File: src/rtl/mem_stage24.sv
// Memory stage of a 24-bit pipeline: ALU results go straight to writeback,
// loads/stores hold a request on the data-memory port until acknowledged or timed out.
module mem_stage24 #(
  parameter int TIMEOUT = 255
) (
  input  logic        clk,
  input  logic        rst_n,
  input  logic        in_valid,
  output logic        in_ready,
  input  logic [1:0]  in_kind,
  input  logic [23:0] alu_y,
  input  logic [23:0] st_data,
  input  logic [2:0]  in_rd,
  output logic        mem_req,
  output logic        mem_we,
  output logic [23:0] mem_addr,
  output logic [23:0] mem_wdata,
  input  logic        mem_ack,
  input  logic [23:0] mem_rdata,
  output logic        wb_en,
  output logic [2:0]  wb_rd,
  output logic [23:0] wb_data,
  output logic        busy,
  output logic        err,
  input  logic        err_clr
);

  typedef enum logic [1:0] {S_IDLE, S_MEM, S_WB} state_e;

  localparam logic [1:0] K_ALU   = 2'b00;
  localparam logic [1:0] K_LOAD  = 2'b01;
  localparam logic [1:0] K_STORE = 2'b10;
  localparam logic [7:0] CNT_LAST = 8'(TIMEOUT - 1);

  state_e      state_q, state_d;
  logic [1:0]  kind_q, kind_d;
  logic [23:0] addr_q, addr_d;
  logic [23:0] wdata_q, wdata_d;
  logic [2:0]  rd_q, rd_d;
  logic [23:0] wbdata_q, wbdata_d;
  logic [7:0]  cnt_q, cnt_d;
  logic        err_q, err_d;
  logic        timeout;

  always_comb begin
    state_d  = state_q;
    kind_d   = kind_q;
    addr_d   = addr_q;
    wdata_d  = wdata_q;
    rd_d     = rd_q;
    wbdata_d = wbdata_q;
    cnt_d    = cnt_q;
    timeout  = 1'b0;
    case (state_q)
      S_IDLE: begin
        if (in_valid) begin
          kind_d  = in_kind;
          addr_d  = alu_y;
          wdata_d = st_data;
          rd_d    = in_rd;
          cnt_d   = 8'd0;
          case (in_kind)
            K_ALU: begin
              wbdata_d = alu_y;
              state_d  = S_WB;
            end
            K_LOAD, K_STORE: state_d = S_MEM;
            default: state_d = S_IDLE;
          endcase
        end
      end
      S_MEM: begin
        // An ack in the final allowed cycle still counts as a normal completion.
        if (mem_ack) begin
          if (kind_q == K_LOAD) begin
            wbdata_d = mem_rdata;
            state_d  = S_WB;
          end else begin
            state_d = S_IDLE;
          end
        end else if (cnt_q == CNT_LAST) begin
          timeout = 1'b1;
          state_d = S_IDLE;
        end else begin
          cnt_d = cnt_q + 8'd1;
        end
      end
      S_WB:    state_d = S_IDLE;
      default: state_d = S_IDLE;
    endcase
    err_d = timeout ? 1'b1 : (err_clr ? 1'b0 : err_q);
  end

  always_ff @(posedge clk or negedge rst_n) begin
    if (!rst_n) begin
      state_q  <= S_IDLE;
      kind_q   <= 2'b00;
      addr_q   <= 24'd0;
      wdata_q  <= 24'd0;
      rd_q     <= 3'd0;
      wbdata_q <= 24'd0;
      cnt_q    <= 8'd0;
      err_q    <= 1'b0;
    end else begin
      state_q  <= state_d;
      kind_q   <= kind_d;
      addr_q   <= addr_d;
      wdata_q  <= wdata_d;
      rd_q     <= rd_d;
      wbdata_q <= wbdata_d;
      cnt_q    <= cnt_d;
      err_q    <= err_d;
    end
  end

  // Strobes decode from registered state only, so in_valid never reaches mem_req.
  assign in_ready  = (state_q == S_IDLE);
  assign busy      = (state_q != S_IDLE);
  assign mem_req   = (state_q == S_MEM);
  assign mem_we    = (state_q == S_MEM) && (kind_q == K_STORE);
  assign mem_addr  = addr_q;
  assign mem_wdata = wdata_q;
  assign wb_en     = (state_q == S_WB) && (rd_q != 3'd0);
  assign wb_rd     = rd_q;
  assign wb_data   = wbdata_q;
  assign err       = err_q;

endmodule

File: config.mk
export PLATFORM = sky130hd
export DESIGN_NAME = mem_stage24
export DESIGN_NICKNAME = d
export VERILOG_FILES = /design/src/rtl/mem_stage24.sv
export SDC_FILE = /design/constraint.sdc
export NUM_CORES = 1
export LEC_CHECK = 0
export BUFFER_PORTS_ARGS = -buffer_cell sky130_fd_sc_hd__buf_2
export CAP_MARGIN = 20
export CORE_MARGIN = 10
export CORE_UTILIZATION = 45
export DETAILED_ROUTE_END_ITERATION = 10
export GPL_TIMING_DRIVEN = 0
export HOLD_SLACK_MARGIN = 0.06
export PLACE_DENSITY_LB_ADDON = 0.05
export SLEW_MARGIN = 0
export SYNTH_ARGS = -nofsm -noshare
export SYNTH_HDL_FRONTEND = slang
export SYNTH_SLANG_ARGS = --single-unit
File: constraint.sdc
create_clock -name clk -period 4.2 [get_ports clk]
set_input_delay 0.84 -clock clk [delete_from_list [all_inputs] [get_ports clk]]
set_output_delay 0.84 -clock clk [all_outputs]
set_load 0.02 [all_outputs]
==> impl_results.md <==
- Multi-input logic area: 1470 sq um
- Post-DR wirelength/cell: 17.6 microns
- Hold Fails Final Rpt: 0
- Cell count after synthesis: 315
- Antenna-violating nets left: 0
- Total routing resource utilization after global routing: 16.3%
- Wire length on met3: 751 microns
- Drt first pass iters: 4
- Number of nets in the layout: 574
- Synth area leader: sky130_fd_sc_hd__dfrtp_1
- Number of filler instances in the final layout: 739
- Master cell of the clock root buffer: sky130_fd_sc_hd__clkbuf_8
- Combinational Power Share: 39.6%
- Pin count of the biggest net entering global routing: 61
- CTS H-tree lvls: 3
- Average footprint of a synthesized cell: 12.1 sq um
- Amount of wire on met2 after detailed routing: 5.17 mm
- Int Power: 1.90 mW
- Leading cell type by number of instances after synthesis: sky130_fd_sc_hd__dfrtp_1
- Maximum VDD drop: 0.267 mV
- Remaining Overflow, GRT: 0
- Via count: 2,990
- Power density cells: 609 nW/um^2
- Sequential power share: 41.3%
- Crit share post-route: 61.7%
- Final Non-Filler Cells: 597
- Crit path max-delay family: simple AND/OR/NAND/NOR gates
- Max Transition Viols Final: 0
- Dominant register cell in the synthesized netlist: sky130_fd_sc_hd__dfrtp_1
- Reg2Reg Depth: 6
- Sequential cell area: 2200 sq um
- Sinks on the clock net: 88
- TritonCTS clock tree: done
- Most frequent cells after synthesis: sky130_fd_sc_hd__dfrtp_1, sky130_fd_sc_hd__nand2_1, sky130_fd_sc_hd__mux2_4
- Die Span Y: 112 microns
- I/O pin cnt: 163
- Wire length of the first global-routing pass: 16.8 mm
- Number of post-CTS setup repair buffers: 0
- Sum of negative setup slack: 0 ps
- Critical-path cell list: nand2b_2, buf_1, nor3b_1, buf_2
- Largest cells by area after synthesis: sky130_fd_sc_hd__dfrtp_1, sky130_fd_sc_hd__mux2_4, sky130_fd_sc_hd__mux2_2, sky130_fd_sc_hd__nand2_1, sky130_fd_sc_hd__a31oi_1
- Detail-routed via count per cell: 5.01
- Count of flip-flops with a built-in enable after synthesis: 0
- Run status: completed
- Maximum fanout count along the critical path: 10
- CORE AREA: 8260 sq um
- Delay of the slowest critical-path stage: 430 ps
- Number of buffers on the longest clock path: 2
- Half-perimeter wire length of the detailed placement result: 8.14 mm
- Sequential element share of the synthesized area: 57.6%
- Sum of internal, switching and leakage power: 3.04 mW
- Total standard cell area after synthesis: 3820 sq um
- Post-route worst hold slack: 415 ps
- Cell variety after synth: 36
- Transition time at the pin with the least slew margin: 496 ps
- RSZ-0062 raised after global routing: false
- Post-synthesis sequential element count: 88
- Site Rows: 33
- Kind of end point of the critical path: primary output
- Required time of the critical path: 3360 ps
- Share of final-layout standard cells stronger than drive strength 1: 51.2%
- # hold bufs at CTS: 0
- # diodes: 0
- Initial Utilization: 46.3%
- Slowest library cell on the worst path: sky130_fd_sc_hd__dfrtp_1
- Final core utilization: 60.4%
- Final weighted congestion in routability-driven placement: 0.748
- Worst Clk Skew: 11.3 ps
- Vias in the first global route: 3,168
- Die area: 12,600 sq um
- Clock slew at the register clock pins of the worst setup and hold paths: 80 ps
- Power spent charging and discharging nets: 1.14 mW
- Met1 WL: 4.48 mm
- Net switching fraction of the power: 37.5%
- Syn Nets: 400
- Top routing layer used: met4
- Fin crit period: 2590 ps
- Achievable Freq: 0.386 GHz
- Final number of setup-violating endpoints: 0
- Number of warning messages in the yosys log: 0
- Cts bufs inserted: 9
- CP startpoint kind: register
- Clk network pwr share: 19.2%
- Relative max-transition margin: 67.0%
- Total of cells resized after clock tree synthesis: 0
- Proportion of register bits with asynchronous set or reset after synthesis: 100%
- Violation count after the first detailed-route iteration: 142
- Number of antenna violations at the first check in global routing: 0
- Max Cap Violations: 0
- Crit path buf inv count: 2
- Cell Count Post-Placement: 583
- Logic depth of the worst setup path including buffers: 4
- Fraction of post-synthesis cell area in the top cell type by area: 57.6%
- Clock latency on the worst-skew pair: 350 ps
- Number of buffers inserted by port buffering: 162
- Area growth from synthesis to final layout: 30.5%
- Leakage: 2.49 nW
- Crit Path Class: reg -> out
- Width of the die: 112 microns
- Detailed-route wire length: 10.5 mm
- Hold WC Path Type: in -> async
- Detailed-route DRC error count: 0
- Endpoint arrival time on the critical path: 1750 ps
-- logic make-up (layout without fill, tap and decap cells) --
group / count (synthesis) / in the layout / share of synthesized area [%]
flops: 88 / 88 / 57.6
mux: 52 / 52 / 18.0
simple gates: 102 / 102 / 11.8
compound gates: 44 / 44 / 7.76
buf+inv: 26 / 203 / 3.86
fa+ha+maj: 3 / 3 / 0.982
-- layer usage --
metal  up-vias  global-route usage (%)
li1       1435                       -
met1      1450                    20.4
met2        94                    26.2
met3        11                    5.27
met4         0                    5.16
met5         -                       0
-- power groups by stage --
| stage | clock network [mW] | registers (mW) | logic, mW |
|---|---|---|---|
| floorplan | 0 | 1.58 | 0.449 |
| global placement | 0 | 1.25 | 1.21 |
| detailed placement | 0 | 1.27 | 1.23 |
| CTS | 0.601 | 1.25 | 1.23 |
| global route | 0.642 | 1.29 | 1.30 |
| finish | 0.581 | 1.25 | 1.20 |
-- cells in the final DEF (no fill, tap or decap), drive strengths merged, types with 3 or more instances in the layout --
master / instances
a21oi: 5
a31oi: 24
and3: 3
buf: 181
clkbuf: 11
dfrtp: 88
ha: 3
inv: 7
mux2: 51
nand2: 55
nand3: 5
nor2: 26
nor3: 5
o21ai: 6
o2bb2ai: 3
-- worst register-to-register path, delay by kind of cell, from the launching register on --
family / cells / cell delay, ps
buffers and inverters: 1 / 60
adder cells (fa/ha/maj): 1 / 190
flip-flops: 1 / 400
AO/OA/AOI/OAI: 2 / 620
AND/OR/NAND/NOR: 2 / 310
-- worst paths after layout --
check | end | startpoint | slack [ps]
max in group asynchronous | mem_addr[12] | rst_n | 3160
setup reg to reg | cnt_q[5] | cnt_q[0] | 2510
hold / removal | mem_wdata[5] | rst_n | 410
setup / recovery | mem_we | state_q[1] | 1610
min in group clk | kind_q[1] | kind_q[1] | 500
hold reg to reg | kind_q[1] | kind_q[1] | 500
-- sequential cells by signal, indices dropped and copies added (netlist names) --
signal     count
state_q        2
kind_q         2
wb_data       24
err            1
cnt_q          8
wb_rd          3
mem_wdata     24
mem_addr      24
-- metrics by stage --
stage	cell area (sq um)	setup WS, ps
3_3_place_gp	4760	1470
5_1_grt	4990	1430
4_1_cts	4990	1560
6_report	4990	1610
2_1_floorplan	3820	1970
3_5_place_dp	4790	1960
-- cell type report --
cell class	count	share of cell area, %
clock buffer	11	3.03
tap	105	2.63
clock inverter	3	0.853
sequential	88	44.1
inverter	8	0.602
buffer	18	2.36
timing repair buffer	163	16.9
multi-input combinational	201	29.5
Note: power is estimated with default switching activity, not from simulation.
